## config.mk

```make
export PLATFORM = sky130hd
export DESIGN_NAME = mem_port_responder_flat
export DESIGN_NICKNAME = d
export VERILOG_FILES = /design/src/rtl/mem_port_responder_pkg.sv /design/src/rtl/mem_port_responder_if.sv /design/src/rtl/mem_port_responder_handshake.sv /design/src/rtl/mem_port_responder.sv /design/src/flat_wrapper.sv
export SDC_FILE = /design/constraint.sdc
export NUM_CORES = 1
export LEC_CHECK = 0
export CORE_AREA = 2 2 105 107
export CTS_CLUSTER_DIAMETER = 40
export DETAILED_ROUTE_END_ITERATION = 12
export DIE_AREA = 0 0 107 109
export PLACE_DENSITY_LB_ADDON = 0.1
export SYNTH_ARGS = -nofsm -noshare
export SYNTH_HDL_FRONTEND = slang
export SYNTH_HIERARCHICAL = 1
export SYNTH_SLANG_ARGS = --single-unit
```

## constraint.sdc

```tcl
create_clock -name clock -period 2.49 [get_ports clock]
set_input_delay 0.249 -clock clock [delete_from_list [all_inputs] [get_ports clock]]
set_output_delay 0.249 -clock clock [all_outputs]
set_load 0.01 [all_outputs]
```

## src/rtl/mem_port_responder_pkg.sv

```systemverilog
// memport_pkg: shared types and constants for the core-side memory port responder.
// Holds the word/address types, FSM state enum, grant tag and the byte-enable constant.
package memport_pkg;

  typedef logic [31:0] regval_t;
  typedef logic [24:0] addr_t;

  typedef enum logic [1:0] {
    IDLE,
    RD_ISSUE,
    RD_WAIT,
    WR_ISSUE
  } memport_state_t;

  typedef enum logic {
    GRANT_RD,
    GRANT_WR
  } grant_t;

  localparam logic [3:0] BYTEENABLE_ALL = 4'hF;

endpackage

```

## src/rtl/mem_port_responder_if.sv

```systemverilog
// Bundles for the responder: core-side four-phase port pair and Avalon-MM master side.
// memport_core_if: master = requester (cache/core), slave = responder.
// memport_avm_if: master = responder, slave = SDRAM controller.
interface memport_core_if #(
  parameter int ADDR_W = 25,
  parameter int DATA_W = 32
);
  logic              read_n;
  logic [ADDR_W-1:0] read_address;
  logic [DATA_W-1:0] read_data;
  logic              data_ready_n;
  logic              write_n;
  logic [ADDR_W-1:0] write_address;
  logic [DATA_W-1:0] write_data;
  logic              data_written_n;

  modport master (
    output read_n, read_address,
    output write_n, write_address, write_data,
    input  read_data, data_ready_n, data_written_n
  );

  modport slave (
    input  read_n, read_address,
    input  write_n, write_address, write_data,
    output read_data, data_ready_n, data_written_n
  );
endinterface

interface memport_avm_if #(
  parameter int ADDR_W = 25,
  parameter int DATA_W = 32
);
  logic [ADDR_W-1:0] avm_address;
  logic              avm_read;
  logic              avm_write;
  logic [DATA_W-1:0] avm_writedata;
  logic [3:0]        avm_byteenable;
  logic              avm_waitrequest;
  logic [DATA_W-1:0] avm_readdata;
  logic              avm_readdatavalid;

  modport master (
    output avm_address, avm_read, avm_write,
    output avm_writedata, avm_byteenable,
    input  avm_waitrequest, avm_readdata, avm_readdatavalid
  );

  modport slave (
    input  avm_address, avm_read, avm_write,
    input  avm_writedata, avm_byteenable,
    output avm_waitrequest, avm_readdata, avm_readdatavalid
  );
endinterface

```

## src/rtl/mem_port_responder_handshake.sv

```systemverilog
// memport_handshake: four-phase done-flag tracker for one core-side port.
// Ports: clock, reset_n, req_n (low-active request), complete (pulse),
// done_n (held low until req_n is sampled high), pending (grantable request).
module memport_handshake
  import memport_pkg::*;
(
  input  logic clock,
  input  logic reset_n,
  input  logic req_n,
  input  logic complete,
  output logic done_n,
  output logic pending
);

  logic req_q;

  always_ff @(posedge clock) begin
    if (!reset_n) begin
      req_q  <= 1'b1;
      done_n <= 1'b1;
    end else begin
      req_q <= req_n;
      if (complete)
        done_n <= 1'b0;
      else if (req_n)
        done_n <= 1'b1;
    end
  end

  // complete masks the cycle before done_n drops so the port is not regranted
  assign pending = !req_q && done_n && !complete;

endmodule

```

## src/rtl/mem_port_responder.sv

```systemverilog
// mem_port_responder: completes core-side read/write requests as one Avalon-MM master.
// Ports: clock, reset_n, core (memport_core_if.slave), avm (memport_avm_if.master).
// Optional: MEM_PORT_POSTED_WRITE_EN adds a one-entry posted write buffer.
module mem_port_responder
  import memport_pkg::*;
#(
  parameter int ADDR_W = 25,
  parameter int DATA_W = 32
) (
  input  logic          clock,
  input  logic          reset_n,
  memport_core_if.slave core,
  memport_avm_if.master avm
);

  localparam logic [ADDR_W-1:0] ALIGN = ~ADDR_W'(3);

  memport_state_t state_q, state_d;
  grant_t         last_q;

  logic [ADDR_W-1:0] addr_q, rd_addr, wr_addr;
  logic [DATA_W-1:0] wdata_q, rdata_q, wr_data;
  logic rd_cap_q, rd_beat, wr_accept;
  logic rd_pend, wr_pend, rd_done_n, wr_done_n;
  logic wr_cmpl, rd_req, wr_req, rd_first;
  logic grant_rd, grant_wr;

  assign rd_beat   = state_q == RD_WAIT && avm.avm_readdatavalid;
  assign wr_accept = state_q == WR_ISSUE && !avm.avm_waitrequest;
  assign rd_addr   = core.read_address & ALIGN;

  memport_handshake u_rd (
    .clock    (clock),
    .reset_n  (reset_n),
    .req_n    (core.read_n),
    .complete (rd_cap_q),
    .done_n   (rd_done_n),
    .pending  (rd_pend)
  );

  memport_handshake u_wr (
    .clock    (clock),
    .reset_n  (reset_n),
    .req_n    (core.write_n),
    .complete (wr_cmpl),
    .done_n   (wr_done_n),
    .pending  (wr_pend)
  );

`ifdef MEM_PORT_POSTED_WRITE_EN
  logic              wb_valid_q, wb_ack_q, wb_latch, rd_hazard;
  logic [ADDR_W-1:0] wb_addr_q;
  logic [DATA_W-1:0] wb_data_q;

  assign wb_latch = wr_pend && !wb_valid_q;
  // a read may not overtake a buffered (or just-latching) write to its word
  assign rd_hazard =
    (wb_valid_q && rd_addr == wb_addr_q) ||
    (wb_latch && rd_addr == (core.write_address & ALIGN));
  assign wr_cmpl  = wb_ack_q;
  assign wr_req   = wb_valid_q;
  assign rd_req   = rd_pend && !rd_hazard;
  assign wr_addr  = wb_addr_q;
  assign wr_data  = wb_data_q;
  assign rd_first = rd_req && !wr_req;

  always_ff @(posedge clock) begin
    if (!reset_n) begin
      wb_valid_q <= 1'b0;
      wb_ack_q   <= 1'b0;
      wb_addr_q  <= '0;
      wb_data_q  <= '0;
    end else begin
      wb_ack_q <= wb_latch;
      if (grant_wr)
        wb_valid_q <= 1'b0;
      else if (wb_latch)
        wb_valid_q <= 1'b1;
      if (wb_latch) begin
        wb_addr_q <= core.write_address & ALIGN;
        wb_data_q <= core.write_data;
      end
    end
  end
`else
  assign wr_cmpl  = wr_accept;
  assign wr_req   = wr_pend;
  assign rd_req   = rd_pend;
  assign wr_addr  = core.write_address & ALIGN;
  assign wr_data  = core.write_data;
  assign rd_first = rd_req && (!wr_req || last_q == GRANT_WR);
`endif

  always_comb begin
    state_d  = state_q;
    grant_rd = 1'b0;
    grant_wr = 1'b0;
    unique case (state_q)
      IDLE: begin
        if (rd_first) begin
          grant_rd = 1'b1;
          state_d  = RD_ISSUE;
        end else if (wr_req) begin
          grant_wr = 1'b1;
          state_d  = WR_ISSUE;
        end
      end
      RD_ISSUE: if (!avm.avm_waitrequest) state_d = RD_WAIT;
      RD_WAIT:  if (avm.avm_readdatavalid) state_d = IDLE;
      WR_ISSUE: if (wr_accept) state_d = IDLE;
      default:  state_d = IDLE;
    endcase
  end

  always_ff @(posedge clock) begin
    if (!reset_n) begin
      state_q  <= IDLE;
      last_q   <= GRANT_WR;
      addr_q   <= '0;
      wdata_q  <= '0;
      rdata_q  <= '0;
      rd_cap_q <= 1'b0;
    end else begin
      state_q  <= state_d;
      rd_cap_q <= rd_beat;
      if (rd_beat)
        rdata_q <= avm.avm_readdata;
      if (grant_rd) begin
        addr_q <= rd_addr;
        last_q <= GRANT_RD;
      end
      if (grant_wr) begin
        addr_q  <= wr_addr;
        wdata_q <= wr_data;
        last_q  <= GRANT_WR;
      end
    end
  end

  assign core.read_data      = rdata_q;
  assign core.data_ready_n   = rd_done_n;
  assign core.data_written_n = wr_done_n;

  assign avm.avm_address    = addr_q;
  assign avm.avm_read       = state_q == RD_ISSUE;
  assign avm.avm_write      = state_q == WR_ISSUE;
  assign avm.avm_writedata  = wdata_q;
  assign avm.avm_byteenable = BYTEENABLE_ALL;

endmodule

```

## src/flat_wrapper.sv

```systemverilog
// flat-port wrapper written by rule: the top's interface ports become plain ports
module mem_port_responder_flat import memport_pkg::*;
#(
  parameter int ADDR_W = 25,
  parameter int DATA_W = 32
)
  (clock, reset_n, core_read_n, core_read_address, core_write_n, core_write_address, core_write_data, core_read_data, core_data_ready_n, core_data_written_n, avm_avm_address, avm_avm_read, avm_avm_write, avm_avm_writedata, avm_avm_byteenable, avm_avm_waitrequest, avm_avm_readdata, avm_avm_readdatavalid);
  memport_core_if #(.ADDR_W(ADDR_W), .DATA_W(DATA_W)) core_i ();
  memport_avm_if #(.ADDR_W(ADDR_W), .DATA_W(DATA_W)) avm_i ();
  input  logic clock;
  input  logic reset_n;
  input wire logic [$bits(core_i.read_n)-1:0] core_read_n;
  input wire logic [$bits(core_i.read_address)-1:0] core_read_address;
  input wire logic [$bits(core_i.write_n)-1:0] core_write_n;
  input wire logic [$bits(core_i.write_address)-1:0] core_write_address;
  input wire logic [$bits(core_i.write_data)-1:0] core_write_data;
  output wire logic [$bits(core_i.read_data)-1:0] core_read_data;
  output wire logic [$bits(core_i.data_ready_n)-1:0] core_data_ready_n;
  output wire logic [$bits(core_i.data_written_n)-1:0] core_data_written_n;
  output wire logic [$bits(avm_i.avm_address)-1:0] avm_avm_address;
  output wire logic [$bits(avm_i.avm_read)-1:0] avm_avm_read;
  output wire logic [$bits(avm_i.avm_write)-1:0] avm_avm_write;
  output wire logic [$bits(avm_i.avm_writedata)-1:0] avm_avm_writedata;
  output wire logic [$bits(avm_i.avm_byteenable)-1:0] avm_avm_byteenable;
  input wire logic [$bits(avm_i.avm_waitrequest)-1:0] avm_avm_waitrequest;
  input wire logic [$bits(avm_i.avm_readdata)-1:0] avm_avm_readdata;
  input wire logic [$bits(avm_i.avm_readdatavalid)-1:0] avm_avm_readdatavalid;
  assign core_i.read_n = core_read_n;
  assign core_i.read_address = core_read_address;
  assign core_i.write_n = core_write_n;
  assign core_i.write_address = core_write_address;
  assign core_i.write_data = core_write_data;
  assign core_read_data = core_i.read_data;
  assign core_data_ready_n = core_i.data_ready_n;
  assign core_data_written_n = core_i.data_written_n;
  assign avm_avm_address = avm_i.avm_address;
  assign avm_avm_read = avm_i.avm_read;
  assign avm_avm_write = avm_i.avm_write;
  assign avm_avm_writedata = avm_i.avm_writedata;
  assign avm_avm_byteenable = avm_i.avm_byteenable;
  assign avm_i.avm_waitrequest = avm_avm_waitrequest;
  assign avm_i.avm_readdata = avm_avm_readdata;
  assign avm_i.avm_readdatavalid = avm_avm_readdatavalid;
  mem_port_responder #(.ADDR_W(ADDR_W), .DATA_W(DATA_W)) u_core (.clock(clock), .reset_n(reset_n), .core(core_i), .avm(avm_i));
endmodule
```

# Word-level counts from Yosys, hierarchy flattened
# Cells that the tools add are included.
[op_classes]
n_reduce_logical = 20
addsub = 0
mux = 17
n_shift = 0
multipliers = 0
n_div = 0
magnitude_cmp = 0
n_bitwise = 1
n_eq_ne = 7
[op_table]
columns = ["operator", "count"]
rows = [
  ["25-bit 2-to-1 mux", 2],
  ["2-bit 2-to-1 mux", 5],
  ["1-bit 2-to-1 mux", 9],
  ["2-bit one-hot mux with 4 select lines", 1],
  ["1-bit logical AND", 7],
  ["1-bit logical NOT", 6],
  ["2-bit nonzero test", 3],
  ["2-bit == test (second input constant)", 2],
  ["2-bit inequality test (second input constant)", 2],
  ["4-bit AND reduction", 1],
  ["3-bit by 1-bit inequality test with 1-bit output (second input constant)", 1],
  ["2-bit by 1-bit == test with 1-bit output (second input constant)", 1],
  ["2-bit logical NOT", 1],
  ["2-bit by 1-bit inequality test with 1-bit output (second input constant)", 1],
  ["2-bit OR reduction", 1],
  ["1-bit logical OR", 1],
  ["1-bit NOT", 1],
]
[totals]
romBits = 0
memories = 0
latchBits = 0
inputBits = 120
output_inout_bits = 97
ramBits = 0
ff_bits = 95
wordCells = 55

# Depth between registers and ports, before layout
[logic_depth]
depth_word = 11
mapped_depth = 9
ltp_nobuf = 6

# By module
# Netlist, hierarchy kept.
[modules_own_cells]
columns = ["mod", "cells_each", "seq_area_each_um2", "area_per_inst_um2", "n_inst"]
rows = [
  ["mem_port_responder", 454, 1821.7, 4005.1, 1],
  ["memport_handshake", 6, 40.0, 67.6, 2],
]

# Worst setup path before layout
# No wires, ideal clock.
[synth_timing]
path_kind = "reg2reg"
startpoint = "register u_core.state_q[1]"
endpoint = "register u_core.addr_q[24] (netlist: u_core/avm.avm_address[24])"
required_time_ns = 2.368
stages_incl_launch_ff = 9
synth_period_minus_slack_ns = 2.120
setup_slack_ns = 0.370
setup_ns = 0.122
arrival_ns = 1.998
n_path_buf = 2
cell_sequence = "dfxtp_1 -> buf_2 -> and2_1 -> nor2b_1 -> nor3b_2 -> nor3b_2 -> clkbuf_1 -> a21boi_0 -> o311a_1"
[synth_between]
elab_chain_cells = 10
elab_cells_between_ends = 15
classes_between = "eq/ne: 1; mux: 6; reduce/logical: 8"
[synth_rtl]
columns = ["item", "line_no", "source"]
rows = [
  ["from (decl)", "mem_port_responder.sv:18", "memport_state_t state_q, state_d;"],
  ["from (signal assigned)", "mem_port_responder.sv:124", "state_q <= state_d;"],
  ["2-bit == test (*)", "--", ""],
  ["net avm_avm_write", "flat_wrapper.sv:22", "output wire logic [$bits(avm_i.avm_write)-1:0] avm_avm_write;"],
  ["1-bit logical AND (*)", "mem_port_responder.sv:29", "assign wr_accept = state_q == WR_ISSUE && !avm.avm_waitrequest;"],
  ["net u_core.wr_accept", "mem_port_responder.sv:23", "logic rd_cap_q, rd_beat, wr_accept;"],
  ["1-bit logical NOT (*)", "mem_port_responder_handshake.sv:31", "assign pending = !req_q && done_n && !complete;"],
  ["1-bit logical AND (*)", "mem_port_responder_handshake.sv:31", ""],
  ["net u_core.wr_pend", "mem_port_responder.sv:24", "logic rd_pend, wr_pend, rd_done_n, wr_done_n;"],
  ["1-bit logical NOT", "mem_port_responder.sv:91", "assign rd_first = rd_req && (!wr_req || last_q == GRANT_WR);"],
  ["1-bit logical OR", "mem_port_responder.sv:91", ""],
  ["1-bit logical AND", "mem_port_responder.sv:91", ""],
  ["1-bit 2-to-1 mux", "mem_port_responder.sv:100", "if (rd_first) begin"],
  ["1-bit 2-to-1 mux", "mem_port_responder.sv:98", "unique case (state_q)"],
  ["25-bit 2-to-1 mux or 2-bit nonzero test (tied branches)", "--", ""],
  ["to (signal assigned)", "mem_port_responder.sv:129", "addr_q <= rd_addr;"],
  ["to (signal assigned)", "mem_port_responder.sv:133", "addr_q <= wr_addr;"],
  ["to (decl)", "mem_port_responder.sv:21", "logic [ADDR_W-1:0] addr_q, rd_addr, wr_addr;"],
]
# Mark *: on every way through the listed nets, which the timed path passes. The rest lies on a longest branch.
# A chain may end at the register's enable or synchronous reset.

# Worst setup path in the final report
[layout_timing]
startpoint = "register u_core.state_q[1]"
endpoint = "register u_core.wdata_q[12] (netlist: u_core/avm.avm_writedata[12])"
[layout_between]
elab_chain_cells = 9
elab_cells_between_ends = 11
classes_between = "eq/ne: 1; mux: 3; reduce/logical: 7"
[layout_rtl]
columns = ["item", "line_no", "source"]
rows = [
  ["2-bit == test (*)", "mem_port_responder.sv:29", ""],
  ["1-bit logical AND (*)", "mem_port_responder.sv:29", ""],
  ["net u_core.wr_accept", "mem_port_responder.sv:23", ""],
  ["1-bit logical NOT (*)", "mem_port_responder_handshake.sv:31", ""],
  ["1-bit logical AND (*)", "mem_port_responder_handshake.sv:31", ""],
  ["net u_core.wr_pend", "mem_port_responder.sv:24", ""],
  ["1-bit logical NOT", "mem_port_responder.sv:91", ""],
  ["1-bit logical OR", "mem_port_responder.sv:91", ""],
  ["1-bit logical AND", "mem_port_responder.sv:91", ""],
  ["1-bit 2-to-1 mux (*)", "mem_port_responder.sv:100", ""],
  ["1-bit 2-to-1 mux (*)", "mem_port_responder.sv:98", ""],
  ["to (signal assigned)", "mem_port_responder.sv:134", "wdata_q <= wr_data;"],
  ["to (decl)", "mem_port_responder.sv:22", "logic [DATA_W-1:0] wdata_q, rdata_q, wr_data;"],
]
# Marked as above.

==> results.txt <==
- Final critical-path share of the clock period: 88.6%
* Filler cell count: 956
* Setup Total Neg Slack: 0 ns
- Placer congestion estimate: 0.722
- At the placement stage, the worst setup path has a slack of 0.0210 ns.
* Count of yosys warnings during synthesis: 6
- Worst-path cell chain: and2_1 -> nor2b_1 -> nor3b_2 -> or3b_2 -> o21ai_0 -> a21boi_0
- First-pass GRT wire length: 18400 microns
- The total overflow left after global routing is 0.
* Level count of the clock H-tree: 3
* Path type of the worst setup path: reg -> reg
- Number of clock sinks: 95
- At the pin with the least slew margin, the transition time is 0.690 ns.
- Post-synth top area share: 45.9%
- Die height: 109 microns
* Post-DR wirelength/cell: 15.2 microns
- Post-CTS repair changed the size of 0 cells.
- Post-Synthesis Mean Instance Area: 8.88 sq um
- Overall power after layout: 0.00359 W
- Clk Latency, worst-skew pair: 0.35 ns
* WL final: 12000 microns
- STA classifies the critical path endpoint as a flop.
- The count of nets left with antenna violations once routing finished came out at 0.
* MaxCap Viol Count: 0
- Post-synthesis compound-gate area fraction: 30.3%
* Syn Std Cell Area: 4140 sq um
* Kind of path behind the tightest hold check: in -> reg
* Most frequently used cell type in the post-synthesis netlist: sky130_fd_sc_hd__dfxtp_1
- Pin count of the biggest net entering global routing: 96
- Drt drc: 0
- Top flip-flop cell by instance count after synthesis: sky130_fd_sc_hd__dfxtp_1
* Die Area: 11700 sq um
- Overall track demand over capacity in global routing: 19.6%
- Buffer cell driving the clock tree root: sky130_fd_sc_hd__clkbuf_8
- Biggest area contributors in the synthesized netlist: sky130_fd_sc_hd__dfxtp_1 46%, sky130_fd_sc_hd__a21boi_0 15%, sky130_fd_sc_hd__nand2_1 6.2%
- Overall via count from detail_route: 4018
- Initial DRC Count: 195
* Max rail drop VDD: 0.000352 V
- Of the total synthesized cell area, the portion taken by AND, OR, NAND and NOR gates is 16.8%.
- Once the floorplan was initialized, standard cells occupied 39.0% of the core.
- Dominant combinational cell family by area after synthesis: compound AO/OA/AOI/OAI gates
- Compared with the post-synthesis result, the final layout area differs by 55.9%.
* Adder and majority gate portion of the synthesized area: 0%
* Max FO, Critical Path: 32
* Worst EP required: 2.73 ns
- Register bit count reported by yosys: 95
- 0 antenna diodes ended up in the layout.
- Final Net Count: 764
- Across the routed clock network, the largest skew measured is 0.00524 ns.
- Final setup violating endpoints: 0
- Number of synthesized flops with an enable pin: 0
* Parity-gate share of the synthesized area counting xor and xnor cells: 0.212%
* Cell types with the highest counts after synthesis: 95 x sky130_fd_sc_hd__dfxtp_1, 85 x sky130_fd_sc_hd__a21boi_0, 68 x sky130_fd_sc_hd__nand2_1
* Kind of start point of the critical path: flop
- Sequential cell area fraction in the yosys report: 45.9%
* Number of vias per cell: 5.09
- The slowest stage of the critical path is the sky130_fd_sc_hd__or3b_2 cell.
- For this run, the slowest stage of the critical path takes 0.75 ns.
* Detailed placer's ending HPWL: 7950 microns
- Worst slew slack as a fraction of its limit: 53.9%
- Counting I/O delays and the setup requirement, the final critical path takes 2.21 ns.
- The number of antenna violations at the first check in global routing was 0.
- After floorplanning, the core was divided into 38 placement rows.
- Clock edge transition at the registers on the reported setup and hold paths: 0.09 ns
- Vias in the first global route: 3731
- Together, buffers and inverters on the worst path number 0.
- The final-report max-slew violation count came to 0.
- Counting every instance in the synthesized netlist gives 466.
* Number of detailed-routing iterations run before antenna repair: 4
- STA puts the critical path data arrival time at 2.44 ns.
- Final number of hold-violating endpoints: 0
- Grouping stages by cell kind, the critical path spends the most delay in simple AND/OR/NAND/NOR gates.
* Number of setup buffers added after CTS: 0
- Fmax: 453 MHz
* Die X-Extent: 107 microns
- The analysis attributes to cell leakage a power of 2.35 nW.
- Result of the run: finished, final reports clean
- In this run the count of I/O pins placed on the die edge is 217.
- Of all flip-flops after synthesis, the portion carrying an async set or reset was 0%.
* Final Instance Count excl. Fillers: 789
- After synthesis, the share of cell area in mux cells is 0%.
- The netlist uses 29 different library cells.
* Number of placed instances, taps included: 773
- Crit path setup slack, layout: 0.283 ns
- PortBufs: 206
- Largest area contributor in the netlist: sky130_fd_sc_hd__dfxtp_1
* Hold Slack: 0.388 ns
- Clock tree synthesis inserted a total of 9 buffers.
- TritonCTS built the clock tree.
* Share of cells above drive strength 1: 5.08%
- The core region is 10600 sq um.
- Setup repair after global routing left no endpoint under its margin.
- Hold Buf Count CTS: 0
- Clock Path Buffers: 2
- Pwr per Cell Area: 556 nW/um^2
[routing by layer]
layer | vias up | share of wire (%) | track usage (%)
met4 | 0 | 1.0 | 6.77
met2 | 142 | 49 | 33.6
met1 | 1881 | 42 | 23.6
met3 | 8 | 7.8 | 5.74
met5 | - | 0 | 0
li1 | 1987 | - | -
[through the flow]
stage | util, % | instance area [sq um]
floorplan | - | 4160
global placement | 58.9 | 6240
detailed placement | 58.9 | 6240
CTS | 60.9 | 6450
global route | 60.9 | 6450
finish | 60.9 | 6450
[placed cells by master, fill, tap and decap left out, types with 2 or more instances in the layout]
cell type / netlist / routed
sky130_fd_sc_hd__clkdlybuf4s50_1: 0 / 205
sky130_fd_sc_hd__dfxtp_1: 95 / 95
sky130_fd_sc_hd__a21boi_0: 85 / 85
sky130_fd_sc_hd__nand2_1: 68 / 67
sky130_fd_sc_hd__nand3_1: 32 / 32
sky130_fd_sc_hd__o21ai_0: 32 / 32
sky130_fd_sc_hd__and3_1: 23 / 23
sky130_fd_sc_hd__o21bai_1: 23 / 23
sky130_fd_sc_hd__o311a_1: 23 / 23
sky130_fd_sc_hd__buf_4: 6 / 10
sky130_fd_sc_hd__clkbuf_8: 0 / 9
sky130_fd_sc_hd__conb_1: 2 / 6
sky130_fd_sc_hd__a21boi_1: 4 / 4
sky130_fd_sc_hd__clkinvlp_4: 0 / 3
sky130_fd_sc_hd__and2_1: 3 / 3
sky130_fd_sc_hd__bufinv_16: 0 / 2
sky130_fd_sc_hd__clkbuf_1: 38 / 2
sky130_fd_sc_hd__nor2b_1: 2 / 2
sky130_fd_sc_hd__or2_1: 2 / 2
sky130_fd_sc_hd__buf_12: 0 / 2
sky130_fd_sc_hd__nor3b_2: 3 / 2
sky130_fd_sc_hd__nand2b_1: 2 / 2
sky130_fd_sc_hd__nor2_1: 3 / 2
sky130_fd_sc_hd__o21ai_1: 2 / 2
[flip-flops by register name (all words and copies together), names as in the netlist]
register / cells
u_core/rd_cap_q: 1
u_core/state_q: 2
u_core/u_wr/req_q: 1
u_core/u_rd/req_q: 1
u_core/core.read_data: 32
u_core/avm.avm_address: 23
u_core/avm.avm_writedata: 32
u_core/u_rd/done_n: 1
u_core/last_q: 1
u_core/u_wr/done_n: 1
[cell type report]
| type | count | area, sq um | share of cell area [%] |
|---|---|---|---|
| timing repair buffer | 218 | 2170 | 33.6 |
| tap | 140 | 175 | 2.71 |
| multi-input combinational | 320 | 1990 | 30.9 |
| sequential | 95 | 1900 | 29.5 |
| clock inverter | 5 | 82.6 | 1.28 |
| clock buffer | 11 | 131 | 2.04 |
[kinds of logic (layout without fill, tap and decap cells)]
family                    Yosys count  count (layout)
other                               2               6
xor gates and xnor gates            1               1
buffers and inverters              55             234
and+or+nand+nor                   142             142
AOI/OAI and AO/OA                 171             171
DFF                                95              95
[path summary, 6_finish.rpt]
check	slack (ns)	end	startpoint	cells after the start
max	0.28	u_core/avm.avm_writedata[12]$_SDFFE_PN0P_	u_core/state_q[1]$_SDFFE_PN0P_	6
min	0.39	u_core/last_q$_SDFFE_PP1P_	reset_n	3
min reg2reg	0.46	u_core/core.read_data[18]$_SDFFE_PN0P_	u_core/core.read_data[18]$_SDFFE_PN0P_	2
max reg2reg	0.28	u_core/avm.avm_writedata[12]$_SDFFE_PN0P_	u_core/state_q[1]$_SDFFE_PN0P_	6
[power breakdown]
part           switching, W  internal, W  leakage (nW)
sequential        0.0000436      0.00162         0.775
clock              0.000536     0.000567        0.0958
combinational      0.000353     0.000472          1.47
total              0.000933      0.00265          2.35
[worst min-delay path, delay by kind of cell]
family,cells,cell delay [ns]
simple gates,1,0.09
buf+inv,2,0.31
No activity file was read; power rests on OpenSTA's default activity.
